File: src/rtl/bcd_rtc_counter_pkg.sv
// Shared types, digit limits and helpers for the BCD real-time counter.
// The 12h helper returns {pm, ms, ls}; a 24h hour of 00 is shown as 12 AM.
package bcd_rtc_counter_pkg;

  typedef logic [3:0] bcd_t;

  localparam bcd_t MAX_HR_MS      = 4'd2;
  localparam bcd_t MAX_HR_LS_AT_2 = 4'd3;
  localparam bcd_t MAX_MS_MINSEC  = 4'd5;
  localparam bcd_t MAX_LS         = 4'd9;

  function automatic logic bcd_time_valid(input bcd_t ms_hr, input bcd_t ls_hr,
                                          input bcd_t ms_min, input bcd_t ls_min,
                                          input bcd_t ms_sec, input bcd_t ls_sec,
                                          input logic chk_sec);
    logic ok;
    ok = (ms_hr <= MAX_HR_MS) && (ls_hr <= MAX_LS) &&
         !((ms_hr == MAX_HR_MS) && (ls_hr > MAX_HR_LS_AT_2)) &&
         (ms_min <= MAX_MS_MINSEC) && (ls_min <= MAX_LS);
    if (chk_sec) begin
      ok = ok && (ms_sec <= MAX_MS_MINSEC) && (ls_sec <= MAX_LS);
    end
    return ok;
  endfunction

  function automatic logic [8:0] hr24_to_12(input bcd_t ms, input bcd_t ls);
    logic [7:0] h;
    logic [7:0] h12;
    h   = 8'(ms) * 8'd10 + 8'(ls);
    h12 = h - 8'd12;
    if (h == 8'd0) begin
      return {1'b0, 4'd1, 4'd2};
    end else if (h < 8'd12) begin
      return {1'b0, ms, ls};
    end else if (h == 8'd12) begin
      return {1'b1, 4'd1, 4'd2};
    end else if (h < 8'd24) begin
      if (h12 >= 8'd10) return {1'b1, 4'd1, 4'(h12 - 8'd10)};
      else              return {1'b1, 4'd0, h12[3:0]};
    end else begin
      // Out-of-range hour: pass it through so it stays visible
      return {1'b0, ms, ls};
    end
  endfunction

endpackage

File: src/rtl/bcd_rtc_counter_digit.sv
// Single BCD digit with load, clear and increment; wraps to 0 at or above MAX.
// An out-of-range digit is treated as a wrap point, so corruption self-heals.
module bcd_rtc_counter_digit
  import bcd_rtc_counter_pkg::*;
#(
  parameter bcd_t MAX = MAX_LS
) (
  input  logic i_clk,
  input  logic i_rst,
  input  logic i_inc,
  input  logic i_clr,
  input  logic i_load,
  input  bcd_t i_load_val,
  output bcd_t o_digit,
  output logic o_carry
);

  bcd_t r_digit;
  logic w_wrap;

  assign w_wrap  = (r_digit >= MAX);
  assign o_carry = i_inc & w_wrap;
  assign o_digit = r_digit;

  always_ff @(posedge i_clk or posedge i_rst) begin
    if (i_rst) begin
      r_digit <= '0;
    end else if (i_load) begin
      r_digit <= i_load_val;
    end else if (i_clr) begin
      r_digit <= '0;
    end else if (i_inc) begin
      r_digit <= w_wrap ? '0 : r_digit + 4'd1;
    end
  end

endmodule

File: src/rtl/bcd_rtc_counter.sv
// BCD real-time counter HH:MM[:SS], 24h state, validated load, 12h output decode,
// registered day-rollover and load-error pulses.
module bcd_rtc_counter
  import bcd_rtc_counter_pkg::*;
#(
  parameter bit HAS_SECONDS = 1'b0,
  parameter bit HAS_12H     = 1'b1,
  parameter bit LOAD_CHECK  = 1'b1
) (
  input  logic       i_clk,
  input  logic       i_reset,
  input  logic       i_tick,
  input  logic       i_load_new_c,
  input  logic [3:0] i_new_time_ms_hr,
  input  logic [3:0] i_new_time_ls_hr,
  input  logic [3:0] i_new_time_ms_min,
  input  logic [3:0] i_new_time_ls_min,
  input  logic [3:0] i_new_time_ms_sec,
  input  logic [3:0] i_new_time_ls_sec,
  input  logic       i_mode_12h,
  output logic [3:0] o_current_time_ms_hr,
  output logic [3:0] o_current_time_ls_hr,
  output logic [3:0] o_current_time_ms_min,
  output logic [3:0] o_current_time_ls_min,
  output logic [3:0] o_current_time_ms_sec,
  output logic [3:0] o_current_time_ls_sec,
  output logic       o_pm_flag,
  output logic       o_day_rollover,
  output logic       o_load_error
);

  logic       w_adv, w_load_ok, w_load;
  logic       w_sec_carry, w_ls_min_carry, w_ms_min_carry, w_ls_hr_carry, w_ms_hr_carry;
  logic       w_hr_wrap;
  bcd_t       w_ms_sec, w_ls_sec, w_ms_min, w_ls_min, w_ms_hr, w_ls_hr;
  logic [8:0] w_h12;
  logic       r_day_rollover, r_load_error;

  // A load cycle always swallows the tick, whether or not the load is accepted
  assign w_adv     = i_tick & ~i_load_new_c;
  assign w_load_ok = !LOAD_CHECK ||
                     bcd_time_valid(i_new_time_ms_hr, i_new_time_ls_hr, i_new_time_ms_min,
                                    i_new_time_ls_min, i_new_time_ms_sec, i_new_time_ls_sec,
                                    HAS_SECONDS);
  assign w_load    = i_load_new_c & w_load_ok;

  if (HAS_SECONDS) begin : g_sec
    logic w_ls_sec_carry;
    bcd_rtc_counter_digit #(.MAX(MAX_LS)) u_ls_sec (
      .i_clk(i_clk), .i_rst(i_reset), .i_inc(w_adv), .i_clr(1'b0), .i_load(w_load),
      .i_load_val(i_new_time_ls_sec), .o_digit(w_ls_sec), .o_carry(w_ls_sec_carry)
    );
    bcd_rtc_counter_digit #(.MAX(MAX_MS_MINSEC)) u_ms_sec (
      .i_clk(i_clk), .i_rst(i_reset), .i_inc(w_ls_sec_carry), .i_clr(1'b0), .i_load(w_load),
      .i_load_val(i_new_time_ms_sec), .o_digit(w_ms_sec), .o_carry(w_sec_carry)
    );
  end else begin : g_no_sec
    assign w_ls_sec    = '0;
    assign w_ms_sec    = '0;
    assign w_sec_carry = w_adv;
  end

  bcd_rtc_counter_digit #(.MAX(MAX_LS)) u_ls_min (
    .i_clk(i_clk), .i_rst(i_reset), .i_inc(w_sec_carry), .i_clr(1'b0), .i_load(w_load),
    .i_load_val(i_new_time_ls_min), .o_digit(w_ls_min), .o_carry(w_ls_min_carry)
  );
  bcd_rtc_counter_digit #(.MAX(MAX_MS_MINSEC)) u_ms_min (
    .i_clk(i_clk), .i_rst(i_reset), .i_inc(w_ls_min_carry), .i_clr(1'b0), .i_load(w_load),
    .i_load_val(i_new_time_ms_min), .o_digit(w_ms_min), .o_carry(w_ms_min_carry)
  );

  // Hour units limit drops to 3 once tens reach 2; that point clears the whole hour
  assign w_hr_wrap = w_ms_min_carry & (w_ms_hr >= MAX_HR_MS) & (w_ls_hr >= MAX_HR_LS_AT_2);

  bcd_rtc_counter_digit #(.MAX(MAX_LS)) u_ls_hr (
    .i_clk(i_clk), .i_rst(i_reset), .i_inc(w_ms_min_carry), .i_clr(w_hr_wrap), .i_load(w_load),
    .i_load_val(i_new_time_ls_hr), .o_digit(w_ls_hr), .o_carry(w_ls_hr_carry)
  );
  bcd_rtc_counter_digit #(.MAX(MAX_HR_MS)) u_ms_hr (
    .i_clk(i_clk), .i_rst(i_reset), .i_inc(w_ls_hr_carry), .i_clr(w_hr_wrap), .i_load(w_load),
    .i_load_val(i_new_time_ms_hr), .o_digit(w_ms_hr), .o_carry(w_ms_hr_carry)
  );

  always_ff @(posedge i_clk or posedge i_reset) begin
    if (i_reset) begin
      r_day_rollover <= 1'b0;
      r_load_error   <= 1'b0;
    end else begin
      r_day_rollover <= w_hr_wrap;
      r_load_error   <= i_load_new_c & ~w_load_ok;
    end
  end

  assign w_h12 = hr24_to_12(w_ms_hr, w_ls_hr);

  always_comb begin
    o_current_time_ms_hr = w_ms_hr;
    o_current_time_ls_hr = w_ls_hr;
    o_pm_flag            = 1'b0;
    if (HAS_12H && i_mode_12h) begin
      o_pm_flag            = w_h12[8];
      o_current_time_ms_hr = w_h12[7:4];
      o_current_time_ls_hr = w_h12[3:0];
    end
  end

  assign o_current_time_ms_min = w_ms_min;
  assign o_current_time_ls_min = w_ls_min;
  assign o_current_time_ms_sec = w_ms_sec;
  assign o_current_time_ls_sec = w_ls_sec;
  assign o_day_rollover        = r_day_rollover;
  assign o_load_error          = r_load_error;

  // Tens-of-hours carry has no consumer; the hour wrap is decoded directly
  logic w_unused;
  assign w_unused = w_ms_hr_carry;

endmodule

File: config.mk
export PLATFORM = sky130hd
export DESIGN_NAME = bcd_rtc_counter
export DESIGN_NICKNAME = d
export VERILOG_FILES = /design/src/rtl/bcd_rtc_counter_pkg.sv /design/src/rtl/bcd_rtc_counter_digit.sv /design/src/rtl/bcd_rtc_counter.sv
export SDC_FILE = /design/constraint.sdc
export NUM_CORES = 1
export LEC_CHECK = 0
export CORE_MARGIN = 5
export CORE_UTILIZATION = 49
export DETAILED_ROUTE_END_ITERATION = 10
export GPL_ROUTABILITY_DRIVEN = 1
export PLACE_DENSITY = 0.82
export SETUP_SLACK_MARGIN = 0.02
export SLEW_MARGIN = 5
export SYNTH_ARGS = -nofsm -noshare
export SYNTH_HDL_FRONTEND = slang
export SYNTH_SLANG_ARGS = --single-unit
File: constraint.sdc
create_clock -name i_clk -period 4.9 [get_ports i_clk]
set_clock_uncertainty 0.1 [all_clocks]
set_input_delay 0.98 -clock i_clk [delete_from_list [all_inputs] [get_ports i_clk]]
set_output_delay 0.98 -clock i_clk [all_outputs]
set_load 0.05 [all_outputs]
==> summary.md, run 1 <==
| Metric | Value |
|---|---|
| Outcome | `complete, no violations` |
| Ys Warns | `0` |
| Ys async rst share | `100%` |
| I/O pin count | `56` |
| Hold crit path type | `flop to flop` |
| HPWL after DPL | `3780 um` |
| GRT Util Overall | `17.7%` |
| Clock slew at reported path FFs | `0.07 ns` |
| Clk_lat worst skew | `0.26 ns` |
| Total negative setup slack | `0 ns` |
| Library cells used by synthesis | `58` |
| Post-synth top flop | `dfrtp_1` |
| Port buffer count | `39` |
| CTS H-tree lvls | `1` |
| Commonest cells in the netlist | `ha_1 (24), dfrtp_1 (18), o21ai_0 (18)` |
| Count leader, synth | `ha_1` |
| Avg Cell Area, Syn | `8.43 um^2` |
| Crit path max fanout | `8` |
| Post-synth EDFFs | `0` |
| Fin. max-slew vios | `0` |
| Deepest clock path buffer count | `2` |
| Area contributors post-synth | `dfrtp_1 (23%), ha_1 (15%), o21ai_0 (4.5%), a21oi_1 (4.0%), buf_4 (3.4%)` |
| GP Congestion | `0.886` |
| Period minus WS final | `4.66 ns` |
| Critical path arrival | `3.58 ns` |
| Chip width | `73.7 um` |
| First-pass GRT wire length | `7710 um` |
| CP endpoint kind | `output pin` |
| Ant. Diodes | `0` |
| Critical Path Most Common Cell | `ha_1` |
| Nets | `331` |
| Layout cell share with drive strength beyond 1 | `11.3%` |
| Die Y | `73.7 um` |
| Initial Util | `50.1%` |
| Sequential share of the synthesized area | `22.6%` |
| Synth top area share | `22.6%` |
| Via count | `1872` |
| Clock root buffer master | `clkbuf_8` |
| Mapped Area | `0.00199 mm^2` |
| Core box area | `0.00397 mm^2` |
| Clk sinks | `18` |
| Vias in the first global route | `1739` |
| Antenna violations before repair | `0` |
| Setup violations, final | `0` |
| TritonRoute pass-1 iters | `4` |
| CP cell instances | `ha_1 > ha_1 > fa_1 > buf_4 > and3b_1 > a21o_1 > o32ai_1 > a2bb2o_4 > a21oi_2 > xnor2_1 > o32ai_2 > buf_12` |
| Worst Tran Pin Value | `0.786 ns` |
| Final Hold Vio Count | `0` |
| CP startpoint kind | `flop` |
| # rows | `23` |
| GRT overflow | `0` |
| Starting DRT DRC Count | `119` |
| CTS buffer count | `3` |
| Cell count after synthesis | `236` |
| Max_slew headroom | `47.1%` |
| Area grow syn2layout | `26.4%` |
| TritonCTS clock tree | `yes` |
| Critical setup path kind | `flop to output pin` |
| Largest net degree at the start of global routing | `19` |
| Die area | `0.00543 mm^2` |
| CP max stage delay | `0.50 ns` |
| Routed WL per cell | `14.5 um` |
| Period utilization | `95.1%` |
| Hold-fix buffers, CTS | `0` |
| Vias per cell | `5.76` |
| Post-route DRC violation count | `0` |
| Maximum clock rate | `0.215 GHz` |
| Routed WL | `4710 um` |
| Flops & latches, synth | `18` |
| Post-route ant nets | `0` |
| RSZ-0062 raised after global routing | `false` |
| Maxcap violations | `0` |
| CP required | `3.82 ns` |
| Critical path's slowest cell | `fa_1` |
| Setup bufs post-CTS | `0` |
| Area leader, netlist | `dfrtp_1` |
-- timing repair --
item	CTS	global route
gates resized for setup	0	4
setup endpoints to repair	0	4
endpoints found under the hold margin	0	0
-- state kept, by name (all words and copies together), names as in the netlist --
signal / cells
u_ms_min.o_digit: 4
o_day_rollover: 1
o_load_error: 1
u_ls_hr.o_digit: 4
u_ms_hr.o_digit: 4
u_ls_min.o_digit: 4
-- worst max-delay path: cells and delay by family (launching register included) --
| kind | cells | cell delay [ns] |
|---|---|---|
| compound gates | 5 | 1.20 |
| xor+xnor | 1 | 0.08 |
| fa+ha+maj | 3 | 1.03 |
| buf+inv | 2 | 0.33 |
| flops | 1 | 0.46 |
| simple gates | 1 | 0.19 |
-- through the flow --
step	instances	hold WS, ns	setup WS [ns]	util, %	instance area [um^2]
6_report	325	0.481	0.242	63.3	2510
5_1_grt	325	0.511	0.0562	63.3	2510
4_1_cts	325	0.485	0.0919	62.9	2500
3_5_place_dp	321	0.474	0.394	61.5	2440
3_3_place_gp	321	0.467	0.419	61.5	2440
2_1_floorplan	243	0.434	0.306	-	2020
-- kinds of logic (layout without fill, tap and decap cells) --
family	after synthesis	count (layout)	synth area share (%)
buffers and inverters	30	62	8.36
adder cells (fa/ha/maj)	26	26	17.1
AO/OA/AOI/OAI	79	79	27.9
AND/OR/NAND/NOR	75	75	20.3
flip-flops	18	18	22.6
other	1	8	0.188
multiplexers	2	2	1.01
XOR/XNOR	5	5	2.58
-- per-layer routing --
layer	track usage [%]	up-vias	wire, um
met1	21.9	885	1970
met2	30.7	48	2420
met3	2.05	12	195
li1	-	927	-
met5	0	-	0
met4	7.65	0	133
-- layout by cell type (no fill, tap or decap), types with 2 or more instances in the layout --
cell,Yosys,routed
clkdlybuf4s50_1,0,31
ha_1,24,24
o21ai_0,18,18
dfrtp_1,18,18
nand2_1,16,16
a21oi_1,16,16
nor2_1,16,16
inv_1,15,15
conb_1,1,8
nor2b_1,6,6
a31oi_1,6,6
and3_1,5,5
nand3_1,5,5
buf_12,0,5
nand2b_1,4,4
nor4_1,4,4
nor3_1,4,4
a211oi_1,4,4
xnor2_1,4,4
a21boi_0,4,4
clkbuf_8,2,4
and2_1,3,3
a21o_1,3,3
a21oi_2,3,3
a21o_2,3,3
o211ai_1,3,3
dlymetal6s2s_1,0,3
buf_4,9,3
o32ai_1,2,2
nand3b_1,2,2
mux2i_1,2,2
and3b_1,2,2
fa_1,2,2
-- path summary, 6_finish.rpt --
path                       cells after the start                            from  slack, ns                             end
max                                           12  u_ms_hr.o_digit[3]$_DFFE_PP0P_       0.24         o_current_time_ls_hr[3]
min                                            2  u_ls_hr.o_digit[3]$_DFFE_PP0P_       0.48  u_ls_hr.o_digit[3]$_DFFE_PP0P_
max reg2reg                                    8  u_ms_hr.o_digit[0]$_DFFE_PP0P_       2.33  u_ms_hr.o_digit[0]$_DFFE_PP0P_
min reg2reg                                    2  u_ls_hr.o_digit[3]$_DFFE_PP0P_       0.48  u_ls_hr.o_digit[3]$_DFFE_PP0P_
max in group asynchronous                      2                         i_reset       3.21  u_ms_hr.o_digit[0]$_DFFE_PP0P_
min in group asynchronous                      2                         i_reset       1.04          o_load_error$_DFF_PP0_
-- cell type report --
cell class              count  area [um^2]
flip-flops and latches     18          450
repair buffers             42          470
multi-input cells         195         1420
well taps                  50         62.6
clock buffers               4         55.1
fillers                   346         1460
inverters                  16         60.1
Power of run 1 is left out: the tool's default activity adds up to more than one toggle a clock period on the data nets, which glitch-free logic cannot reach.
==> run 2, diff against run 1 <==
--- a/config.mk
+++ b/config.mk
@@ -9,6 +9,7 @@
 export CORE_UTILIZATION = 49
 export DETAILED_ROUTE_END_ITERATION = 10
 export GPL_ROUTABILITY_DRIVEN = 1
+export GPL_TIMING_DRIVEN = 0
 export PLACE_DENSITY = 0.82
 export SETUP_SLACK_MARGIN = 0.02
 export SLEW_MARGIN = 5
==> summary.md, run 2 (synthesized netlist as in run 1, its figures left out) <==
| Metric | Value |
|---|---|
| Outcome | `complete, no violations` |
| Hold Worst Slack | `0.484 ns` |
| First-pass GRT wire length | `8710 um` |
| GP Congestion | `0.866` |
| Design area | `0.00251 mm^2` |
| Ant. Diodes | `0` |
| Critical path arrival | `3.62 ns` |
| Max_slew headroom | `46.7%` |
| Port buffer count | `39` |
| GRT Util Overall | `20.0%` |
| Post-route ant nets | `0` |
| Maximum clock rate | `0.213 GHz` |
| RSZ-0062 raised after global routing | `false` |
| Crit path max fanout | `9` |
| # rows | `23` |
| Setup bufs post-CTS | `0` |
| Vias per cell | `5.68` |
| HPWL after DPL | `4040 um` |
| Die area | `0.00543 mm^2` |
| Layout cell share with drive strength beyond 1 | `14.0%` |
| Critical setup path kind | `flop to output pin` |
| Core box area | `0.00397 mm^2` |
| CTS H-tree lvls | `1` |
| Most frequent cells in the layout | `clkdlybuf4s50_1 (31), ha_1 (24), o21ai_0 (18)` |
| I/O pin count | `56` |
| Fin. max-slew vios | `0` |
| CTS buffer count | `3` |
| GRT overflow | `0` |
| TritonCTS clock tree | `yes` |
| Initial Util | `50.1%` |
| Die Y | `73.7 um` |
| Register Area | `452 um^2` |
| Area grow syn2layout | `26.0%` |
| Vias in the first global route | `1962` |
| Nets | `342` |
| Worst Tran Pin Value | `0.792 ns` |
| Starting DRT DRC Count | `73` |
| Post-DP Area | `0.00247 mm^2` |
| Area of the multi-input gates | `0.00141 mm^2` |
| # fillers | `372` |
| Post-placement cell count | `332` |
| Non-filler instance count after layout | `336` |
| Most common cell after layout, fill and taps aside | `clkdlybuf4s50_1` |
| Antenna violations before repair | `0` |
| Largest net degree at the start of global routing | `19` |
| CP required | `3.82 ns` |
| Clk sinks | `18` |
| CP startpoint kind | `flop` |
| Routed WL | `5080 um` |
| Period minus WS final | `4.70 ns` |
| Clock slew at reported path FFs | `0.07 ns` |
| Period utilization | `95.8%` |
| Clock root buffer master | `clkbuf_8` |
| Setup violations, final | `0` |
| TritonRoute pass-1 iters | `4` |
| Clk_lat worst skew | `0.26 ns` |
| Via count | `1907` |
| Deepest clock path buffer count | `2` |
| Post-route DRC violation count | `0` |
| Fin util | `63.1%` |
| Hold crit path type | `flop to flop` |
| Maxcap violations | `0` |
| Routed WL per cell | `15.1 um` |
| Chip width | `73.7 um` |
| Hold-fix buffers, CTS | `0` |
| CP endpoint kind | `output pin` |
| Final Hold Vio Count | `0` |
[run 2: final cells by class]
cell class | instances | share of cell area (%)
clock buffer | 4 | 2.20
inverter | 16 | 2.40
timing repair buffer | 39 | 14.6
tap | 50 | 2.50
multi-input combinational | 195 | 56.0
buffer | 14 | 4.24
sequential | 18 | 18.0
[run 2: worst max-delay path, cell delays in order, from the launching register on]
cell and delay [ns]:
dfrtp_2 0.48, ha_1 0.32, ha_1 0.23, fa_1 0.48, buf_4 0.14, nand2_1 0.11, or3_1 0.32, or3_4 0.36
a21boi_2 0.16, and2b_4 0.20, inv_2 0.05, o32ai_2 0.26, buf_4 0.24
[run 2: per-stage QoR]
step | setup slack [ns] | setup TNS [ns]
2_1_floorplan | 0.306 | 0
3_3_place_gp | -0.0821 | -0.175
3_5_place_dp | -0.138 | -0.287
4_1_cts | 0.00199 | 0
5_1_grt | 0.0406 | 0
6_report | 0.205 | 0
[run 2: what timing repair did]
action,4_1_cts,5_1_grt
pin swaps,0,1
endpoints found under the hold margin,0,0
endpoints found under the setup margin,8,5
resized for setup,20,14
gates cloned,0,0
[run 2: routing by layer]
| layer | GRT usage [%] | routed length, um | vias to the layer above |
|---|---|---|---|
| met4 | 8.25 | 124 | 0 |
| met3 | 2.60 | 204 | 12 |
| met5 | 0 | 0 | - |
| li1 | - | - | 943 |
| met2 | 36.4 | 2680 | 54 |
| met1 | 23.1 | 2070 | 898 |
[run 2: path summary, 6_finish.rpt]
kind,startpoint,depth (start not counted),slack (ns),end
max,u_ms_hr.o_digit[1]$_DFFE_PP0P_,12,0.20,o_current_time_ls_hr[3]
min,u_ms_min.o_digit[3]$_DFFE_PP0P_,2,0.48,u_ms_min.o_digit[3]$_DFFE_PP0P_
max reg2reg,u_ms_hr.o_digit[0]$_DFFE_PP0P_,8,2.30,u_ms_hr.o_digit[0]$_DFFE_PP0P_
min reg2reg,u_ms_min.o_digit[3]$_DFFE_PP0P_,2,0.48,u_ms_min.o_digit[3]$_DFFE_PP0P_
max in group asynchronous,i_reset,2,3.15,u_ms_hr.o_digit[1]$_DFFE_PP0P_
min in group asynchronous,i_reset,2,1.04,u_ls_min.o_digit[0]$_DFFE_PP0P_
Power of run 2 is left out for the same reason.
